--- config.mk ---
export PLATFORM = sky130hd
export DESIGN_NAME = conv_addr_sequencer_flat
export DESIGN_NICKNAME = d
export VERILOG_FILES = /design/src/rtl/conv_addr_sequencer_if.sv /design/src/rtl/conv_addr_sequencer.sv /design/src/flat_wrapper.sv
export SDC_FILE = /design/constraint.sdc
export NUM_CORES = 1
export LEC_CHECK = 0
export BUFFER_PORTS_ARGS = -buffer_cell sky130_fd_sc_hd__buf_2
export CORE_ASPECT_RATIO = 1.5
export CORE_MARGIN = 2
export CORE_UTILIZATION = 50
export CTS_CLUSTER_SIZE = 30
export DETAILED_ROUTE_END_ITERATION = 16
export GPL_TIMING_DRIVEN = 0
export PLACE_DENSITY_LB_ADDON = 0.15
export RECOVER_POWER = 25
export SLEW_MARGIN = 20
export SYNTH_ARGS = -nofsm -noshare
export SYNTH_HDL_FRONTEND = slang
export SYNTH_SLANG_ARGS = --single-unit
--- constraint.sdc ---
create_clock -name i_CLK -period 1.8 [get_ports i_CLK]
set_input_delay 0.45 -clock i_CLK [delete_from_list [all_inputs] [get_ports i_CLK]]
set_output_delay 0.45 -clock i_CLK [all_outputs]
set_load 0.005 [all_outputs]
--- src/rtl/conv_addr_sequencer_if.sv ---
// Host/control side of the convolution address sequencer: phase requests,
// block length and the address/strobe outputs toward line memories and convolver.
interface conv_addr_sequencer_if #(
  parameter int NB_ADDRESS = 10,
  parameter int NB_IMAGE   = 10,
  parameter int NB_BANK    = 2
);
  logic                  i_load;
  logic                  i_SoP;
  logic                  i_read;
  logic                  i_valid;
  logic [NB_IMAGE-1:0]   i_imgLength;
  logic [NB_ADDRESS-1:0] o_readAdd;
  logic [NB_ADDRESS-1:0] o_writeAdd;
  logic                  o_wr_en;
  logic                  o_valid_conv;
  logic [NB_BANK-1:0]    o_bank_sel;
  logic                  o_changeBlock;
  logic                  o_EoP;
  logic                  o_busy;
  logic [2:0]            o_state;

  modport master (
    output i_load, i_SoP, i_read, i_valid, i_imgLength,
    input  o_readAdd, o_writeAdd, o_wr_en, o_valid_conv, o_bank_sel,
           o_changeBlock, o_EoP, o_busy, o_state
  );

  modport slave (
    input  i_load, i_SoP, i_read, i_valid, i_imgLength,
    output o_readAdd, o_writeAdd, o_wr_en, o_valid_conv, o_bank_sel,
           o_changeBlock, o_EoP, o_busy, o_state
  );
endinterface

--- src/rtl/conv_addr_sequencer.sv ---
// Address/phase controller for the 2D-convolution datapath: rotating bank load,
// pipelined convolution processing with result write-back, and result readout.
//
// state | meaning
// IDLE  | counters parked at 0, waiting for exactly one legal request
// LOAD  | host beats written into the selected line bank
// PROC  | read addresses 0..N-1 issued to the convolver, one per cycle
// DRAIN | waiting for the pipeline to write back the last result
// READ  | host beats read the result memory out
module conv_addr_sequencer #(
  parameter int NB_ADDRESS = 10,
  parameter int NB_IMAGE   = 10,
  parameter int N_BANKS    = 3,
  parameter int LATENCY    = 6,
  parameter int NB_BANK    = (N_BANKS > 1) ? $clog2(N_BANKS) : 1
) (
  input logic                  i_CLK,
  input logic                  i_reset,
  conv_addr_sequencer_if.slave bus
);

  typedef enum logic [2:0] {
    IDLE  = 3'd0,
    LOAD  = 3'd1,
    PROC  = 3'd2,
    DRAIN = 3'd3,
    READ  = 3'd4
  } state_t;

  localparam logic [NB_BANK-1:0] LAST_BANK = NB_BANK'(N_BANKS - 1);

  state_t                state;
  logic [NB_ADDRESS-1:0] lastIdx;
  logic [NB_ADDRESS-1:0] addrCnt;
  logic [NB_ADDRESS-1:0] wrCnt;
  logic [LATENCY-1:0]    validPipe;
  logic [NB_BANK-1:0]    bankSel;
  logic                  validConv;
  logic                  changeBlock;
  logic                  eop;

  logic [NB_IMAGE-1:0]   imgLen;
  logic [NB_ADDRESS-1:0] lenFit;
  logic                  reqLoad;
  logic                  reqProc;
  logic                  reqRead;
  logic                  pipeOut;

  assign imgLen  = bus.i_imgLength;
  assign lenFit  = NB_ADDRESS'(imgLen);
  assign pipeOut = validPipe[LATENCY-1];

  // A request is only taken when it is the sole one raised and EoP permits it.
  assign reqLoad = bus.i_load & ~bus.i_SoP & ~bus.i_read & ~eop;
  assign reqProc = bus.i_SoP & ~bus.i_load & ~bus.i_read & ~eop;
  assign reqRead = bus.i_read & ~bus.i_load & ~bus.i_SoP & eop;

  always_ff @(posedge i_CLK or posedge i_reset) begin
    if (i_reset) begin
      state       <= IDLE;
      lastIdx     <= '0;
      addrCnt     <= '0;
      wrCnt       <= '0;
      validPipe   <= '0;
      bankSel     <= '0;
      validConv   <= 1'b0;
      changeBlock <= 1'b0;
      eop         <= 1'b0;
    end else begin
      changeBlock <= 1'b0;
      validPipe   <= (validPipe << 1) | LATENCY'(validConv);
      case (state)
        IDLE: begin
          addrCnt   <= '0;
          wrCnt     <= '0;
          validConv <= 1'b0;
          if (reqLoad) begin
            state   <= LOAD;
            lastIdx <= lenFit;
          end else if (reqProc) begin
            state     <= PROC;
            lastIdx   <= lenFit;
            validConv <= 1'b1;
          end else if (reqRead) begin
            state   <= READ;
            lastIdx <= lenFit;
          end
        end
        LOAD: begin
          if (bus.i_valid) begin
            if (addrCnt == lastIdx) begin
              addrCnt     <= '0;
              changeBlock <= 1'b1;
              bankSel     <= (bankSel == LAST_BANK) ? '0 : bankSel + 1'b1;
              state       <= IDLE;
            end else begin
              addrCnt <= addrCnt + 1'b1;
            end
          end
        end
        PROC: begin
          if (pipeOut) wrCnt <= wrCnt + 1'b1;
          // readAdd stays at N-1 through DRAIN, so the counter is not advanced on exit.
          if (addrCnt == lastIdx) begin
            validConv <= 1'b0;
            state     <= DRAIN;
          end else begin
            addrCnt <= addrCnt + 1'b1;
          end
        end
        DRAIN: begin
          if (pipeOut) begin
            if (wrCnt == lastIdx) begin
              eop     <= 1'b1;
              wrCnt   <= '0;
              addrCnt <= '0;
              state   <= IDLE;
            end else begin
              wrCnt <= wrCnt + 1'b1;
            end
          end
        end
        READ: begin
          if (bus.i_valid) begin
            if (addrCnt == lastIdx) begin
              addrCnt     <= '0;
              changeBlock <= 1'b1;
              eop         <= 1'b0;
              state       <= IDLE;
            end else begin
              addrCnt <= addrCnt + 1'b1;
            end
          end
        end
        default: state <= IDLE;
      endcase
    end
  end

  // Load write strobe follows the host beat directly; everything else is a register.
  assign bus.o_wr_en         = (state == LOAD) ? bus.i_valid : pipeOut;
  assign bus.o_writeAdd      = (state == LOAD) ? addrCnt : wrCnt;
  assign bus.o_readAdd       = (state == LOAD) ? '0 : addrCnt;
  assign bus.o_valid_conv    = validConv;
  assign bus.o_bank_sel      = bankSel;
  assign bus.o_changeBlock   = changeBlock;
  assign bus.o_EoP           = eop;
  assign bus.o_busy          = (state != IDLE);
  assign bus.o_state         = state;

endmodule

--- src/flat_wrapper.sv ---
// flat-port wrapper written by rule: the top's interface ports become plain ports
module conv_addr_sequencer_flat 
#(
  parameter int NB_ADDRESS = 10,
  parameter int NB_IMAGE   = 10,
  parameter int N_BANKS    = 3,
  parameter int LATENCY    = 6,
  parameter int NB_BANK    = (N_BANKS > 1) ? $clog2(N_BANKS) : 1
)
  (i_CLK, i_reset, bus_i_load, bus_i_SoP, bus_i_read, bus_i_valid, bus_i_imgLength, bus_o_readAdd, bus_o_writeAdd, bus_o_wr_en, bus_o_valid_conv, bus_o_bank_sel, bus_o_changeBlock, bus_o_EoP, bus_o_busy, bus_o_state);
  conv_addr_sequencer_if #(.NB_ADDRESS(NB_ADDRESS), .NB_IMAGE(NB_IMAGE), .NB_BANK(NB_BANK)) bus_i ();
  input logic i_CLK;
  input logic i_reset;
  input wire logic [$bits(bus_i.i_load)-1:0] bus_i_load;
  input wire logic [$bits(bus_i.i_SoP)-1:0] bus_i_SoP;
  input wire logic [$bits(bus_i.i_read)-1:0] bus_i_read;
  input wire logic [$bits(bus_i.i_valid)-1:0] bus_i_valid;
  input wire logic [$bits(bus_i.i_imgLength)-1:0] bus_i_imgLength;
  output wire logic [$bits(bus_i.o_readAdd)-1:0] bus_o_readAdd;
  output wire logic [$bits(bus_i.o_writeAdd)-1:0] bus_o_writeAdd;
  output wire logic [$bits(bus_i.o_wr_en)-1:0] bus_o_wr_en;
  output wire logic [$bits(bus_i.o_valid_conv)-1:0] bus_o_valid_conv;
  output wire logic [$bits(bus_i.o_bank_sel)-1:0] bus_o_bank_sel;
  output wire logic [$bits(bus_i.o_changeBlock)-1:0] bus_o_changeBlock;
  output wire logic [$bits(bus_i.o_EoP)-1:0] bus_o_EoP;
  output wire logic [$bits(bus_i.o_busy)-1:0] bus_o_busy;
  output wire logic [$bits(bus_i.o_state)-1:0] bus_o_state;
  assign bus_i.i_load = bus_i_load;
  assign bus_i.i_SoP = bus_i_SoP;
  assign bus_i.i_read = bus_i_read;
  assign bus_i.i_valid = bus_i_valid;
  assign bus_i.i_imgLength = bus_i_imgLength;
  assign bus_o_readAdd = bus_i.o_readAdd;
  assign bus_o_writeAdd = bus_i.o_writeAdd;
  assign bus_o_wr_en = bus_i.o_wr_en;
  assign bus_o_valid_conv = bus_i.o_valid_conv;
  assign bus_o_bank_sel = bus_i.o_bank_sel;
  assign bus_o_changeBlock = bus_i.o_changeBlock;
  assign bus_o_EoP = bus_i.o_EoP;
  assign bus_o_busy = bus_i.o_busy;
  assign bus_o_state = bus_i.o_state;
  conv_addr_sequencer #(.NB_ADDRESS(NB_ADDRESS), .NB_IMAGE(NB_IMAGE), .N_BANKS(N_BANKS), .LATENCY(LATENCY), .NB_BANK(NB_BANK)) u_core (.i_CLK(i_CLK), .i_reset(i_reset), .bus(bus_i));
endmodule
# Word-level counts from Yosys, hierarchy flattened
# Cells that the tools add are included.
word_totals:
  reg_bits: 44
  latch_bits: 0
  mem_bits_rw: 0
  rom_bits: 0
  in_bits: 16
  out_inout_bits: 30
  wordCells: 95
  memories: 0
classes:
  add_sub_neg: 3
  multipliers: 0
  div: 0
  magnitude_cmp: 0
  eq_ne: 17
  shift: 0
  n_mux: 37
  bitwise: 14
  reduce_logical: 15
op_table:
  columns: ["operator", "count"]
  rows:
  - ["10-bit two-way mux", 13]
  - ["10-bit case mux with 4 select lines", 1]
  - ["10-bit case mux with 3 select lines", 1]
  - ["3-bit two-way mux", 8]
  - ["10-bit by 1-bit adder with 10-bit output, second input constant", 2]
  - ["10-bit == test", 2]
  - ["2-bit by 1-bit != test with 1-bit output, second input constant", 7]
  - ["3-bit case mux with 4 select lines", 1]
  - ["1-bit two-way mux", 10]
  - ["5-bit AND reduction", 2]
  - ["1-bit AND", 9]
  - ["3-bit nonzero test", 3]
  - ["3-bit by 2-bit == test with 1-bit output, second input constant", 2]
  - ["6-bit by 1-bit bitwise OR with 6-bit output", 1]
  - ["3-bit AND reduction", 2]
  - ["6-bit AND reduction", 1]
  - ["2-bit != test, second input constant", 2]
  - ["4-bit by 1-bit != test with 1-bit output, second input constant", 1]
  - ["1-bit inverter", 4]
  - ["1-bit case mux with 2 select lines", 2]
  - ["2-bit AND reduction", 2]
  - ["2-bit nonzero test", 2]
  - ["4-bit nonzero test", 1]
  - ["3-bit by 1-bit == test with 1-bit output, second input constant", 1]
  - ["6 further kinds", 6]

# Logic depth before layout (Yosys ltp)
# Gate-level depths: netlist (run 1).
logic_depth:
  depth_word: 8
  depth_mapped: 8
  mapped_depth_nobuf: 6

# Worst setup path after synthesis (run 1)
# OpenSTA, ideal clock, no wires.
synth_timing:
  path_type: "register -> output"
  startpoint: "reg u_core.state[2], in the netlist u_core.bus.o_state[2]"
  endpoint: "out bus_o_wr_en"
  arrival_ps: 1579
  slack_ps: -229
  path_stages_with_launch: 5
  n_path_buf: 0
  cell_sequence: "dfrtp_1 > nand2b_1 > nor2_1 > clkinv_1 > o21ai_0"
synth_via:
  elab_chain_len: 2
synth_rtl:
  columns: ["item", "line", "text"]
  rows:
  - ["start, declared", "conv_addr_sequencer.sv:32", "state_t state;"]
  - ["start signal, assigned", "conv_addr_sequencer.sv:60", "state <= IDLE;"]
  - ["start signal, assigned", "conv_addr_sequencer.sv:78", "state <= LOAD;"]
  - ["start signal, assigned", "conv_addr_sequencer.sv:81", "state <= PROC;"]
  - ["3-bit by 1-bit == test with 1-bit output", "conv_addr_sequencer.sv:141", "assign bus.o_wr_en = (state == LOAD) ? bus.i_valid : pipeOut;"]
  - ["1-bit two-way mux", "conv_addr_sequencer.sv:141", null]
  - ["end, declared", "flat_wrapper.sv:21", "output wire logic [$bits(bus_i.o_wr_en)-1:0] bus_o_wr_en;"]
# Every way passes these cells.

# Worst setup path in the final report (run 1)
layout_timing:
  startpoint: "reg u_core.wrCnt[8]"
  endpoint: "reg u_core.addrCnt[9]"
layout_via:
  elab_chain_len: 3
layout_rtl:
  columns: ["item", "line", "text"]
  rows:
  - ["start, declared", "conv_addr_sequencer.sv:35", "logic [NB_ADDRESS-1:0] wrCnt;"]
  - ["start signal, assigned", "conv_addr_sequencer.sv:102", "if (pipeOut) wrCnt <= wrCnt + 1'b1;"]
  - ["start signal, assigned", "conv_addr_sequencer.sv:119", "wrCnt <= wrCnt + 1'b1;"]
  - ["10-bit == test", "conv_addr_sequencer.sv:113", "if (wrCnt == lastIdx) begin"]
  - ["2-bit by 1-bit != test with 1-bit output (no line)", null, null]
  - ["5-bit AND reduction (no line)", null, null]
  - ["end signal, assigned", "conv_addr_sequencer.sv:97", "addrCnt <= addrCnt + 1'b1;"]
  - ["end signal, assigned", "conv_addr_sequencer.sv:108", "addrCnt <= addrCnt + 1'b1;"]
  - ["end signal, assigned", "conv_addr_sequencer.sv:131", "addrCnt <= addrCnt + 1'b1;"]
  - ["end, declared", "conv_addr_sequencer.sv:34", "logic [NB_ADDRESS-1:0] addrCnt;"]
# Every way passes these cells.
# A chain may end at the register's enable or synchronous reset.

==> results of run 1 <==
==> metrics by stage <==
step                util, %  hold WS, ps  cells  cell area, µm²
floorplan                 -        331.2    251            2497
global placement      58.80        334.4    362            2805
detailed placement    59.22        337.3    363            2825
CTS                   69.05        134.9    387            3294
global route          74.95        328.5    399            3576
finish                74.95        256.0    399            3576
==> flip-flops by register name, indices dropped and copies added, names as in the netlist <==
register and flops:
u_core.addrCnt 10, u_core.bus.o_bank_sel 2, u_core.wrCnt 10, u_core.bus.o_changeBlock 1
u_core.validPipe 6, u_core.bus.o_valid_conv 1, u_core.bus.o_state 3, u_core.bus.o_EoP 1
u_core.lastIdx 10
==> logic make-up after synthesis <==
| kind of cell | synth area share (%) |
|---|---|
| adders and majority gates | 1.015 |
| muxes | 8.629 |
| DFF | 44.67 |
| buffers and inverters | 3.096 |
| xor gates and xnor gates | 10.66 |
| and+or+nand+nor | 20.51 |
| AOI/OAI and AO/OA | 11.42 |
==> routing by layer <==
layer  track usage [%]  wire length [µm]  vias up
met3             4.748               267       32
met4             11.59               354        0
met5                 0                 0        -
met1             29.85              2714     1104
met2             40.96              3643       78
li1                  -                 -     1032
==> power groups by stage <==
stage	combinational [W]	sequential (W)	clock, W
5_1_grt	0.00244	0.00152	0.000723
6_report	0.00228	0.00148	0.000677
4_1_cts	0.00185	0.00146	0.000687
3_5_place_dp	0.00147	0.00146	0
3_3_place_gp	0.00145	0.00146	0
2_1_floorplan	0.00111	0.00139	0
==> worst reg2reg max path: cells and delay by family, from the launching register on <==
family,cells,cell delay [ps]
buffers and inverters,1,170
flip-flops,1,440
AND/OR/NAND/NOR,2,690
XOR/XNOR,1,180
AO/OA/AOI/OAI,3,470
==> timing repair <==
item | in CTS | in global routing
endpoints found under the setup margin | 56 | 59
pin swaps | 9 | 22
cloned | 0 | 1
setup buffers | 19 | 14
resized for setup | 57 | 71
endpoints found under the hold margin | 0 | 0
==> cell usage after synthesis, drive strengths merged (2+ instances only) <==
library cell,number,share of area (%)
ha,2,1.0
nand2,19,2.9
nand3b,2,0.61
and3,7,1.8
nor2b,12,3.0
xnor2,11,3.9
buf,4,1.3
xor2,19,6.8
mux2,18,8.2
or2,2,0.51
a21o,3,1.0
nand3,9,1.8
inv,6,0.91
a22o,7,2.5
nor2,26,4.1
o21ai,22,4.5
clkbuf,5,0.76
nor4,3,1.4
dfrtp,44,45
nand4,5,1.3
a21oi,5,1.0
nor3,5,1.2
==> final timing paths <==
path | to | depth (start not counted)
worst max-delay path | u_core.addrCnt[9] | 7
worst min-delay path | u_core.addrCnt[8] | 2
worst max register to register | u_core.addrCnt[9] | 7
worst min register to register | u_core.validPipe[2] | 0
max in group asynchronous | u_core.bus.o_state[2] | 3
min in group i_CLK | u_core.validPipe[2] | 0
==> area by class of cell <==
type / count / area share [%]
well taps: 66 / 2.309
multi-input cells: 191 / 44.89
flip-flops and latches: 44 / 31.18
repair buffers: 79 / 16.79
clock buffers: 7 / 2.694
inverters: 7 / 0.9447
plain buffers: 5 / 1.190
==> impl_metrics.tcl, run 1 <==
set metrics [dict create \
    drt_pass1_iterations 4 \
    n_fill_cell 323 \
    antenna_found_initial 0 \
    pin_count 46 \
    fin_ws_ps -255.5 \
    cts_buffer_depth 2 \
    antenna_cells 0 \
    ys_seq_elements 44 \
    cts_root_buf "clkbuf_8" \
    fmax_mhz 486.5 \
    post-route-min-period_ps 2055 \
    p_switching_w 0.001747 \
    drt_iter0_drc 83 \
    rsz0062_at_grt "yes" \
    ys.flop_type "dfrtp_1" \
    pwr-share-seq_pct 33.4 \
    critPathMaxFanout 6 \
    synth_cells 251 \
    slew_headroom_pct 51.56 \
    power_frac_clock_pct 15.2 \
    slew_violations 0 \
    ys_types 43 \
    hold_viol_final 0 \
    area_growth_pct 45.08 \
    seq_area_mm2 0.001115 \
    ff2ff_setup_slack_ps -260 \
    vias 2246 \
    ys_seq_area_share_pct 44.67 \
    hold_class "in -> async" \
    arrival_ps 2250 \
    r2r_start "u_core.wrCnt[8]" \
    setup_viol 55 \
    fin_setup_tns_ps -8372 \
    syn_area_per_cell_um2 9.820 \
    cts_made_buffers 5 \
    worst_path_max_delay_cell "dfrtp_2" \
    place_ws_ps -441.4 \
    dieArea_mm2 0.005519 \
    critPathCaptureType "flip-flop" \
    place_hpwl_mm 4.164 \
    drtAntennaViolNets 0 \
    drive_above_1_share_pct 50.45 \
    cts_num_sinks 44 \
    cp_top_family "simple AND/OR/NAND/NOR gates" \
    cts_tree "yes" \
    place.gp.congestion 0.8210 \
    fp.dieW_um 61.33 \
    overflow 0 \
    clock_latency_ps 300 \
    grt_pass1_wl_mm 10.17 \
    clkTransAtPathRegs_ps 80 \
    fin_crit_sh_pct 114.2 \
    tightest_slew_ps 725.8 \
    maxCapViolations 0 \
    fp-row-count 31 \
    cts_hold_buf 0 \
    path_class "reg -> reg" \
    port_buffers 45 \
    crit_start "u_core.wrCnt[8]" \
    vdd_drop_max_mv 0.8510 \
    total_power_w 0.004439 \
    route.final.wire_length_mm 6.980 \
    comb_power_share_pct 51.3 \
    start_util_pct 51.67 \
    ys_async_sr_fraction_pct 100.0 \
    fin_skew_ps 6.470 \
    p_int_w 0.002692 \
    synth_edf_count 0 \
    coreArea_mm2 0.004771 \
    crit_buf_inv 1 \
    avgRoutedWirePerCell_um 17.49 \
    track_usage_pct 24.83 \
    final_cell_mix "38 x buf_2, 33 x dfrtp_1, 21 x buf_4, 19 x buf_6, 18 x mux2_4" \
    die-height_um 89.99 \
    grt_max_degree 28 \
    synth_nets 269 \
    leakage_nw 1.707 \
    final_common_cell "buf_2" \
    outcome "finished, violations left" \
    via_per_inst 5.629 \
    worstPathCellList "xor2_1, nor4_2, nand4_1, o211ai_4, buf_6, o21ai_1, a22o_1" \
    switching_share_pct 39.35 \
    worstSetupStartpointType "flip-flop" \
    cellPowerDensity_mw_per_mm2 1241 \
    nNetsFinal 351 \
    ys_warn_count 0 \
    cp.required_ps 1990 \
    slowest_delay_ps 440 \
    htree_levels 2 \
    grt_pass1_vias 2111 \
    multi_input_area_mm2 0.001605 \
    syn_area_mm2 0.002465 \
    failed_checks "negative setup slack" \
    drcViolationCount 0 \
]
Power figures use the tool's default switching activity.
==> run 2: changes to the inputs <==
ABC_AREA = 1   (was unset)
CORE_UTILIZATION = 52   (was 50)
==> impl_metrics.tcl, run 2 <==
set metrics [dict create \
    outcome "finished, violations left" \
    failed_checks "negative setup slack" \
    synth_area_leaders "dfrtp_1 38%, nand2_1 24%, inv_1 8.5%" \
    critPathCaptureType "primary output" \
    seq_area_mm2 0.001106 \
    slew_violations 0 \
    cts_num_sinks 44 \
    comb_power_share_pct 36.9 \
    track_usage_pct 25.34 \
    area_growth_pct 25.49 \
    place.gp.congestion 0.8833 \
    ys_seq_elements 44 \
    drive_above_1_share_pct 24.33 \
    setup_viol 21 \
    post-place-cells 572 \
    overflow 0 \
    fp-row-count 33 \
    cellPowerDensity_mw_per_mm2 880.7 \
    synth_fa_ha_area_share_pct 0.8554 \
    leakage_nw 2.109 \
    vdd_drop_max_mv 0.6283 \
    cts_made_buffers 5 \
    finish.instance_area_mm2 0.003671 \
    start_util_pct 53.67 \
    cts_root_buf "clkbuf_8" \
    synth_top_area_share_pct 37.64 \
    total_power_w 0.003233 \
    via_per_inst 5.164 \
    avgRoutedWirePerCell_um 13.94 \
    fmax_mhz 505.2 \
    ys.flop_type "dfrtp_1" \
    ys_async_sr_fraction_pct 100.0 \
    ys_types 27 \
    fin_cells 596 \
    clkTransAtPathRegs_ps 90 \
    cts_tree "yes" \
    post-synth-top-count-cell "nand2_1" \
    grt_max_degree 27 \
    post-route-min-period_ps 1979 \
    antenna_cells 0 \
    cts_hold_buf 0 \
    reg2regPathDepth 10 \
    synth_xor_area_share_pct 3.293 \
    top_layer_used "met4" \
    route.final.wire_length_mm 8.309 \
    ys_warn_count 0 \
    switching_share_pct 39.47 \
    placedInstanceArea_mm2 0.003258 \
    synth-compound-area-share_pct 7.186 \
    vias 3078 \
    multi_input_area_mm2 0.001634 \
    drt_pass1_iterations 6 \
    maxCapViolations 0 \
    coreArea_mm2 0.005450 \
    final_cell_mix "178 x nand2_1, 65 x inv_1, 50 x buf_2, 40 x dfrtp_1, 30 x nor2_1" \
    synth_cells 456 \
    grt_pass1_vias 2777 \
    n_fill_cell 503 \
    cp.required_ps 1350 \
    reg_top3 "u_core.addrCnt (10), u_core.lastIdx (10), u_core.wrCnt (10)" \
    path_class "reg -> out" \
    syn_area_per_cell_um2 6.415 \
    p_switching_w 0.001276 \
    final_common_cell "nand2_1" \
    clock_latency_ps 300 \
    antenna_found_initial 0 \
    die-height_um 95.86 \
    syn_area_mm2 0.002925 \
    synth_top_family_by_area "simple AND/OR/NAND/NOR gates" \
    hold_viol_final 0 \
    synth_top_area_cell "dfrtp_1" \
    synthSimpleGateAreaFrac_pct 39.65 \
    ys_seq_area_share_pct 37.64 \
    met2_length_mm 4.306 \
    slew_headroom_pct 43.93 \
    synth.top_cells.by_count "189 x nand2_1, 66 x inv_1, 44 x dfrtp_1, 35 x nor2_1, 27 x nand3_1" \
    arrival_ps 1530 \
    rsz0062_at_grt "yes" \
    power_frac_clock_pct 23.9 \
    drtAntennaViolNets 0 \
    synthMuxAreaShare_pct 0 \
    pwr-share-seq_pct 39.2 \
    fin_crit_sh_pct 110.0 \
    fin_ws_ps -179.4 \
    hold_class "in -> async" \
    fp.dieW_um 65.24 \
    place_hpwl_mm 5.549 \
    timing.hold.ws_ps 303.9 \
    synth_edf_count 0 \
    worstSetupStartpointType "flip-flop" \
    pin_count 46 \
    grt_pass1_wl_mm 12.22 \
    cts_buffer_depth 2 \
    htree_levels 2 \
    p_int_w 0.001957 \
    dieArea_mm2 0.006254 \
    fin_skew_ps 11.73 \
    wl_met1_mm 3.264 \
    port_buffers 45 \
    synth_nets 474 \
    drcViolationCount 0 \
    critPathMaxFanout 10 \
    drt_iter0_drc 267 \
    tightest_slew_ps 840.2 \
    nNetsFinal 543 \
    wl_met3_um 446 \
]
## run 2: cell types whose count changed in the layout (fill, tap and decap cells not counted), moves of 8 or more
| cell | change |
|---|---|
| nand2_1 | +161 |
| buf_6 | -16 |
| xnor2_1 | -8 |
| inv_1 | +59 |
| a21oi_1 | +16 |
| buf_2 | +12 |
| nor2b_1 | -12 |
| nand3_1 | +18 |
| nand2_2 | +10 |
| mux2_4 | -18 |
| nor2_1 | +15 |
| buf_4 | -9 |
## run 2: path summary, 6_finish.rpt
path / endpoint / from / slack [ps]
setup / recovery: bus_o_writeAdd[4] / u_core.bus.o_state[1] / -180
hold / removal: u_core.addrCnt[8] / i_reset / 300
setup reg to reg: u_core.bus.o_state[2] / u_core.bus.o_state[2] / 30
hold reg to reg: u_core.validPipe[4] / u_core.validPipe[3] / 350
max in group asynchronous: u_core.wrCnt[6] / i_reset / 860
min in group i_CLK: u_core.validPipe[4] / u_core.validPipe[3] / 350
## run 2: per-stage QoR
step	worst slack, ps	util, %	TNS [ps]
final	-179.4	67.36	-3196
after detailed placement	-219.5	59.78	-2325
after global placement	-275.8	59.41	-13920
after global routing	-198.7	67.36	-4139
after floorplan	197.3	-	0
after CTS	-149.2	63.64	-2760
## run 2: per-layer routing
metal	up-vias	global-route usage (%)
met5	-	0
met4	0	9.896
met3	31	3.158
met2	123	44.22
met1	1393	31.69
li1	1531	-
## run 2: logic make-up (layout without fill, tap and decap cells)
group                    Yosys count  after routing
adder cells (fa/ha/maj)            2              2
XOR/XNOR                          11             11
flip-flops                        44             44
buffers and inverters             84            151
AND/OR/NAND/NOR                  276            278
AO/OA/AOI/OAI                     39             40
## run 2: cell type report
class	count	area share [%]
sequential	44	30.13
buffer	14	2.897
clock buffer	5	1.875
clock inverter	3	1.159
inverter	70	7.226
tap	70	2.386
timing repair buffer	59	9.816
multi-input combinational	331	44.51
## run 2: power groups by stage
stage               combinational (W)  clock, W  sequential, W
floorplan                    0.000787         0        0.00125
global placement              0.00101         0        0.00128
detailed placement            0.00104         0        0.00129
CTS                           0.00106  0.000785        0.00127
global route                  0.00134  0.000818        0.00128
finish                        0.00119  0.000772        0.00127
## run 2: what timing repair did
action	in CTS	in global routing
buffers inserted	4	9
endpoints found under the setup margin	21	42
pin swaps	1	7
endpoints found under the hold margin	0	0
gates resized for setup	31	36
cloned	1	3
## run 2: worst max-delay path, cell delays in order, from the launching register on
cell and delay [ps]:
dfrtp_2 440, nor3_4 200, buf_6 180, clkbuf_8 190
o21ai_1 80, buf_2 130
